<file path="src/rtl/xor_stream_cipher_if.sv">
// Pin bundle of the serial XOR cipher: load/enable controls in, ciphertext stream and status out.
// oSerial_flag qualifies oSerial_out: the receiver takes one bit on every rising edge where the
// flag is high, there is no backpressure, and iEn low freezes the stream with both held.
interface xor_stream_cipher_if;
  logic       iEn;
  logic       iSerial_in;
  logic       iLoad_key;
  logic       iLoad_msg;
  logic       iMode;
  logic       oKey_full;
  logic       oMsg_full;
  logic       oBusy;
  logic       encryption_status;
  logic       oSerial_out;
  logic       oSerial_flag;
  logic [1:0] o_dbg_state;

  modport master (
    output iEn, iSerial_in, iLoad_key, iLoad_msg, iMode,
    input  oKey_full, oMsg_full, oBusy, encryption_status, oSerial_out, oSerial_flag,
    input  o_dbg_state
  );

  modport slave (
    input  iEn, iSerial_in, iLoad_key, iLoad_msg, iMode,
    output oKey_full, oMsg_full, oBusy, encryption_status, oSerial_out, oSerial_flag,
    output o_dbg_state
  );
endinterface

</file>
<file path="src/rtl/xor_stream_cipher.sv">
// Serial XOR cipher: shifts in a key and a message, XORs one key-width chunk per cycle
// (repeating or rotating key), then streams the ciphertext out MSB first.
module xor_stream_cipher #(
  parameter int MSG_BITS = 64,
  parameter int KEY_BITS = 8
) (
  input  logic                  iClk,
  input  logic                  iRst,
  xor_stream_cipher_if.slave    bus
);
  localparam int N   = MSG_BITS / KEY_BITS;
  localparam int KCW = $clog2(KEY_BITS + 1);
  localparam int MCW = $clog2(MSG_BITS + 1);
  localparam int CHW = (N > 1) ? $clog2(N) : 1;
  localparam int BW  = $clog2(MSG_BITS);
  localparam logic [KCW-1:0] KEY_FULL = KCW'(KEY_BITS);
  localparam logic [MCW-1:0] MSG_FULL = MCW'(MSG_BITS);

  typedef enum logic [1:0] {IDLE, ENCRYPT, SHIFT_OUT, DONE} state_t;

  state_t              r_state, w_state_nx;
  logic [KEY_BITS-1:0] r_key, r_wkey;
  logic [MSG_BITS-1:0] r_msg, r_ct;
  logic [KCW-1:0]      r_key_cnt;
  logic [MCW-1:0]      r_msg_cnt;
  logic [CHW-1:0]      r_chunk;
  logic [BW-1:0]       r_bit;
  logic                r_mode, r_key_full, r_msg_full, r_busy, r_status, r_sout, r_flag;

  logic                w_last_chunk, w_last_bit;
  logic [KEY_BITS-1:0] w_chunk_ct;
  logic [MSG_BITS-1:0] w_ct_enc;

  assign w_last_chunk = (r_chunk == CHW'(N - 1));
  assign w_last_bit   = (r_bit == BW'(MSG_BITS - 1));
  // The top chunk is encrypted and rotated into the bottom, so after N steps r_ct is in order.
  assign w_chunk_ct   = r_ct[MSG_BITS-1 -: KEY_BITS] ^ r_wkey;
  assign w_ct_enc     = (r_ct << KEY_BITS) | MSG_BITS'(w_chunk_ct);

  always_comb begin
    w_state_nx = r_state;
    case (r_state)
      IDLE:      if (r_key_full && r_msg_full) w_state_nx = ENCRYPT;
      ENCRYPT:   if (w_last_chunk)             w_state_nx = SHIFT_OUT;
      SHIFT_OUT: if (w_last_bit)               w_state_nx = DONE;
      DONE:                                    w_state_nx = IDLE;
      default:                                 w_state_nx = IDLE;
    endcase
  end

  always_ff @(posedge iClk) begin
    if (iRst)          r_state <= IDLE;
    else if (bus.iEn)  r_state <= w_state_nx;
  end

  always_ff @(posedge iClk) begin
    if (iRst) begin
      r_key      <= '0;
      r_wkey     <= '0;
      r_msg      <= '0;
      r_ct       <= '0;
      r_key_cnt  <= '0;
      r_msg_cnt  <= '0;
      r_chunk    <= '0;
      r_bit      <= '0;
      r_mode     <= 1'b0;
      r_key_full <= 1'b0;
      r_msg_full <= 1'b0;
      r_busy     <= 1'b0;
      r_status   <= 1'b0;
      r_sout     <= 1'b0;
      r_flag     <= 1'b0;
    end else if (bus.iEn) begin
      case (r_state)
        IDLE: begin
          // Key load wins when both load strobes are high; the message bit is dropped.
          if (bus.iLoad_key) begin
            if (r_key_cnt != KEY_FULL) begin
              r_key      <= {r_key[KEY_BITS-2:0], bus.iSerial_in};
              r_key_cnt  <= r_key_cnt + 1'b1;
              r_key_full <= (r_key_cnt == KEY_FULL - 1'b1);
            end
          end else if (bus.iLoad_msg) begin
            if (r_msg_cnt != MSG_FULL) begin
              r_msg      <= {r_msg[MSG_BITS-2:0], bus.iSerial_in};
              r_msg_cnt  <= r_msg_cnt + 1'b1;
              r_msg_full <= (r_msg_cnt == MSG_FULL - 1'b1);
            end
          end
          if (w_state_nx == ENCRYPT) begin
            r_ct    <= r_msg;
            r_wkey  <= r_key;
            r_mode  <= bus.iMode;
            r_chunk <= '0;
            r_busy  <= 1'b1;
          end
        end
        ENCRYPT: begin
          r_ct    <= w_ct_enc;
          r_chunk <= r_chunk + 1'b1;
          if (r_mode) r_wkey <= {r_wkey[KEY_BITS-2:0], r_wkey[KEY_BITS-1]};
          if (w_last_chunk) begin
            r_sout <= w_ct_enc[MSG_BITS-1];
            r_flag <= 1'b1;
            r_bit  <= '0;
          end
        end
        SHIFT_OUT: begin
          if (w_last_bit) begin
            r_sout   <= 1'b0;
            r_flag   <= 1'b0;
            r_busy   <= 1'b0;
            r_status <= 1'b1;
          end else begin
            r_ct   <= r_ct << 1;
            r_sout <= r_ct[MSG_BITS-2];
            r_bit  <= r_bit + 1'b1;
          end
        end
        DONE: begin
          r_status   <= 1'b0;
          r_key      <= '0;
          r_msg      <= '0;
          r_key_cnt  <= '0;
          r_msg_cnt  <= '0;
          r_key_full <= 1'b0;
          r_msg_full <= 1'b0;
        end
        default: r_status <= 1'b0;
      endcase
    end
  end

  assign bus.oKey_full         = r_key_full;
  assign bus.oMsg_full         = r_msg_full;
  assign bus.oBusy             = r_busy;
  assign bus.encryption_status = r_status;
  assign bus.oSerial_out       = r_sout;
  assign bus.oSerial_flag      = r_flag;
  assign bus.o_dbg_state       = r_state;
endmodule

</file>
<file path="src/flat_wrapper.sv">
// flat-port wrapper written by rule: the top's interface ports become plain ports
module xor_stream_cipher_flat 
#(
  parameter int MSG_BITS = 64,
  parameter int KEY_BITS = 8
)
  (iClk, iRst, bus_iEn, bus_iSerial_in, bus_iLoad_key, bus_iLoad_msg, bus_iMode, bus_oKey_full, bus_oMsg_full, bus_oBusy, bus_encryption_status, bus_oSerial_out, bus_oSerial_flag, bus_o_dbg_state);
  xor_stream_cipher_if bus_i ();
  input  logic iClk;
  input  logic iRst;
  input wire logic [$bits(bus_i.iEn)-1:0] bus_iEn;
  input wire logic [$bits(bus_i.iSerial_in)-1:0] bus_iSerial_in;
  input wire logic [$bits(bus_i.iLoad_key)-1:0] bus_iLoad_key;
  input wire logic [$bits(bus_i.iLoad_msg)-1:0] bus_iLoad_msg;
  input wire logic [$bits(bus_i.iMode)-1:0] bus_iMode;
  output wire logic [$bits(bus_i.oKey_full)-1:0] bus_oKey_full;
  output wire logic [$bits(bus_i.oMsg_full)-1:0] bus_oMsg_full;
  output wire logic [$bits(bus_i.oBusy)-1:0] bus_oBusy;
  output wire logic [$bits(bus_i.encryption_status)-1:0] bus_encryption_status;
  output wire logic [$bits(bus_i.oSerial_out)-1:0] bus_oSerial_out;
  output wire logic [$bits(bus_i.oSerial_flag)-1:0] bus_oSerial_flag;
  output wire logic [$bits(bus_i.o_dbg_state)-1:0] bus_o_dbg_state;
  assign bus_i.iEn = bus_iEn;
  assign bus_i.iSerial_in = bus_iSerial_in;
  assign bus_i.iLoad_key = bus_iLoad_key;
  assign bus_i.iLoad_msg = bus_iLoad_msg;
  assign bus_i.iMode = bus_iMode;
  assign bus_oKey_full = bus_i.oKey_full;
  assign bus_oMsg_full = bus_i.oMsg_full;
  assign bus_oBusy = bus_i.oBusy;
  assign bus_encryption_status = bus_i.encryption_status;
  assign bus_oSerial_out = bus_i.oSerial_out;
  assign bus_oSerial_flag = bus_i.oSerial_flag;
  assign bus_o_dbg_state = bus_i.o_dbg_state;
  xor_stream_cipher #(.MSG_BITS(MSG_BITS), .KEY_BITS(KEY_BITS)) u_core (.iClk(iClk), .iRst(iRst), .bus(bus_i));
endmodule
</file>
<file path="config.mk">
export PLATFORM = sky130hd
export DESIGN_NAME = xor_stream_cipher_flat
export DESIGN_NICKNAME = d
export VERILOG_FILES = /design/src/rtl/xor_stream_cipher_if.sv /design/src/rtl/xor_stream_cipher.sv /design/src/flat_wrapper.sv
export SDC_FILE = /design/constraint.sdc
export NUM_CORES = 1
export LEC_CHECK = 0
export ABC_AREA = 1
export ABC_CLOCK_PERIOD_IN_PS = 2300
export BUFFER_PORTS_ARGS = -buffer_cell sky130_fd_sc_hd__buf_2
export CAP_MARGIN = 20
export CORE_UTILIZATION = 40
export CTS_BUF_LIST = sky130_fd_sc_hd__clkbuf_4 sky130_fd_sc_hd__clkbuf_8
export DETAILED_ROUTE_END_ITERATION = 8
export GPL_ROUTABILITY_DRIVEN = 0
export PLACE_DENSITY = 0.61
export SLEW_MARGIN = 0
export SYNTH_ARGS = -nofsm -noshare
export SYNTH_HDL_FRONTEND = slang
export SYNTH_SLANG_ARGS = --single-unit
</file>
<file path="constraint.sdc">
create_clock -name iClk -period 2.3 [get_ports iClk]
set_input_delay 0.69 -clock iClk [delete_from_list [all_inputs] [get_ports iClk]]
set_output_delay 0.69 -clock iClk [all_outputs]
set_load 0.05 [all_outputs]
</file>
==> impl_metrics.yaml <==
placement:
  post-place-cells: 1411
  io_buffers: 14
  hpwl_um: 13920
  pre_cts_ws_ps: 199.3
cells_and_area:
  drive_gt1_frac: 0.1250
  stdcell_count: 1446
  final_util: 0.4529
  diodes: 0
  area_delta_synth_final_pct: 10.97
  nets: 1182
power:
  ir_drop_v: 0.0003281
  power.leakage_nw: 3.678
  power_density_nw_per_um2: 728.8
  p_total_mw: 6.678
route:
  wl_per_cell_um: 14.94
  vias: 7598
  drc_errors: 0
  drtIter0Drc: 716
  wirelength_um: 21600
  postRouteAntennaNets: 0
  drtPass1Iterations: 5
  avgViaCountPerCell: 5.254
logic_synthesis:
  synth_compound_area_frac: 0.1341
  synth_top_family_by_area: "simple AND/OR/NAND/NOR gates"
  synth_simple_gate_area_frac: 0.3388
  synth_seq_area_share: 0.4194
  synth.distinct_cells: 37
  synth_nets: 1190
  syn_inst: 1171
  synthXorXnorAreaFrac: 0.002121
  syn_area_um2: 8258
  synth_seq_cells: 173
  synth_area_per_cell_um2: 7.052
  yosysWarnings: 0
  synthMuxAreaShare: 0
  synth_fa_ha_area_frac: 0.01818
sta:
  fin_skew_ps: 12.12
  rsz0062_at_grt: "no"
  tns_ps: 0
  worst_slew_pin_slew_ps: 622.2
  setup_viol: 0
  maxSlewHeadroom: 0.5808
  fmax_mhz: 472.9
  min_period_ps: 2115
  fin_ws_ps: 185.3
  hold_viol_final: 0
  finalMaxSlewViolations: 0
  min_period_over_period: 0.9194
grt:
  antenna_found_initial: 0
  globalRouteOverflowTotal: 0
  grt_usage: 0.2060
  grt_pass1_wl_um: 35390
  grt_pass1_vias: 6794
  grt_max_degree: 75
clock_tree:
  cts.sinks: 173
  tritoncts: "yes"
  clock_latency_ps: 470
  path_clk_slew_ps: 90
  numCtsBuffers: 17
  clockBufferDepth: 2
  htree_levels: 4
  cts_root_buffer: "clkbuf_8"
worst_setup_path:
  critPathCaptureType: "flop"
  cp_max_fo: 7
  rrSetupSlack_ps: 190
  worstPathRequired_ps: 2650
  startpoint_type: "flop"
  worstPathArrival_ps: 2470
  critical_path_class: "reg -> reg"
die:
  io_pins: 15
  die_w_um: 145.7
  die_h_um: 145.7
  row_count: 52
  coreArea_um2: 20230
  dieArea_um2: 21220
  start_util: 0.4081
run_status:
  status: "complete, no violations"
worst_hold_path:
  hp-class: "reg -> reg"
job:
  max-cap-violations: 0
-- critical path: stages (launching register included) --
cell and delay, ps:
dfxtp_2 360, inv_1 100, ha_1 310, inv_2 130
o21ai_0 520, a21oi_2 90, nand2_1 210, nor2_1 90
a21oi_1 140, nor3_1 50
-- Yosys cell counts --
library cell,instances,area share
a31oi_1,5,0.0038
a21oi_4,1,0.0020
a22o_1,11,0.012
inv_1,71,0.032
ha_1,12,0.018
clkbuf_1,37,0.017
a211oi_1,1,0.00091
a21oi_1,67,0.041
o21ai_0,39,0.024
a22oi_1,1,0.00091
nor2_1,279,0.13
nand2_1,164,0.075
inv_4,1,0.00076
a221oi_1,43,0.046
o21a_1,1,0.00091
xnor2_1,1,0.0011
o22ai_1,2,0.0015
buf_2,20,0.012
o21ai_2,1,0.0011
nand4_1,8,0.0061
buf_1,7,0.0032
buf_6,11,0.015
buf_4,5,0.0045
nor3b_1,2,0.0018
clkinv_1,2,0.00091
nor2_2,37,0.028
dfxtp_1,173,0.42
nand2_4,1,0.0014
xor2_1,1,0.0011
nand3_1,87,0.053
nand2_2,2,0.0015
nor3_4,1,0.0020
inv_2,4,0.0018
nor3_1,65,0.039
or2_2,6,0.0045
o21ai_1,1,0.00061
a21o_1,1,0.00091
-- cell type report --
class | count | area [um2]
fill | 2075 | 11070
multi-input combinational | 840 | 4094
sequential | 173 | 3466
timing repair buffer | 53 | 543.0
tap | 270 | 337.8
inverter | 78 | 295.3
clock buffer | 22 | 290.3
clock inverter | 10 | 137.6
-- cells by family (layout without fill, tap and decap cells) --
group | count (synthesis) | count (layout)
buf+inv | 158 | 163
flops | 173 | 173
xor+xnor | 2 | 2
simple gates | 652 | 652
compound gates | 174 | 174
fa+ha+maj | 12 | 12
-- path summary, 6_finish.rpt --
path	to	from	cells after the start
max	u_core.r_bit[5]	u_core.bus.o_dbg_state[1]	9
min reg2reg	u_core.r_key[7]	u_core.r_key[7]	2
max reg2reg	u_core.r_bit[5]	u_core.bus.o_dbg_state[1]	9
min	u_core.r_key[7]	u_core.r_key[7]	2
-- power by group --
group	switching, mW	internal (mW)	total [mW]
Combinational	0.648	0.386	1.03
Sequential	0.162	3.18	3.35
Clock	1.12	1.18	2.30
Total	1.93	4.75	6.68
-- layer usage --
layer | global-route usage | vias up | wire (um) | part of all wire
li1 | - | 3839 | - | -
met5 | 0 | - | 0 | 0
met4 | 0.05421 | 0 | 249 | 0.012
met2 | 0.3117 | 154 | 9718 | 0.45
met3 | 0.03542 | 19 | 863 | 0.040
met1 | 0.3007 | 3586 | 10770 | 0.50
-- repair_timing --
| action | in CTS | in global routing |
|---|---|---|
| resized for setup | 0 | 6 |
| endpoints found under the setup margin | 0 | 9 |
| setup buffers | 0 | 2 |
| hold buffers | 0 | 0 |
-- cell usage in the layout, fill, tap and decap left out, types with 3 or more instances in the layout --
cell,n
a21oi_1,66
a221oi_1,43
a22o_1,11
a31oi_1,5
buf_12,13
buf_2,14
buf_4,25
bufinv_16,3
clkbuf_8,20
clkinv_2,3
dfxtp_1,171
ha_1,12
inv_1,69
inv_2,7
nand2_1,163
nand2_2,3
nand3_1,87
nand4_1,8
nor2_1,278
nor2_2,37
nor3_1,65
o21ai_0,39
or2_2,6
-- flip-flops by register name, summed over array words and instances, names as in the netlist --
name / flops
u_core.r_ct: 64
u_core.r_msg: 64
u_core.r_key: 8
u_core.r_wkey: 8
u_core.r_msg_cnt: 7
u_core.r_bit: 6
u_core.r_key_cnt: 4
u_core.r_chunk: 3
u_core.bus.o_dbg_state: 2
u_core.bus.encryption_status: 1
u_core.bus.oBusy: 1
u_core.bus.oKey_full: 1
u_core.bus.oMsg_full: 1
u_core.bus.oSerial_flag: 1
u_core.bus.oSerial_out: 1
u_core.r_mode: 1
-- through the flow --
step,area [um2],hold slack [ps]
3_3_place_gp,8692,441.0
6_report,9164,464.9
4_1_cts,9120,457.3
5_1_grt,9164,467.4
3_5_place_dp,8692,444.7
2_1_floorplan,8260,424.6
No activity file was read; power rests on OpenSTA's default activity.
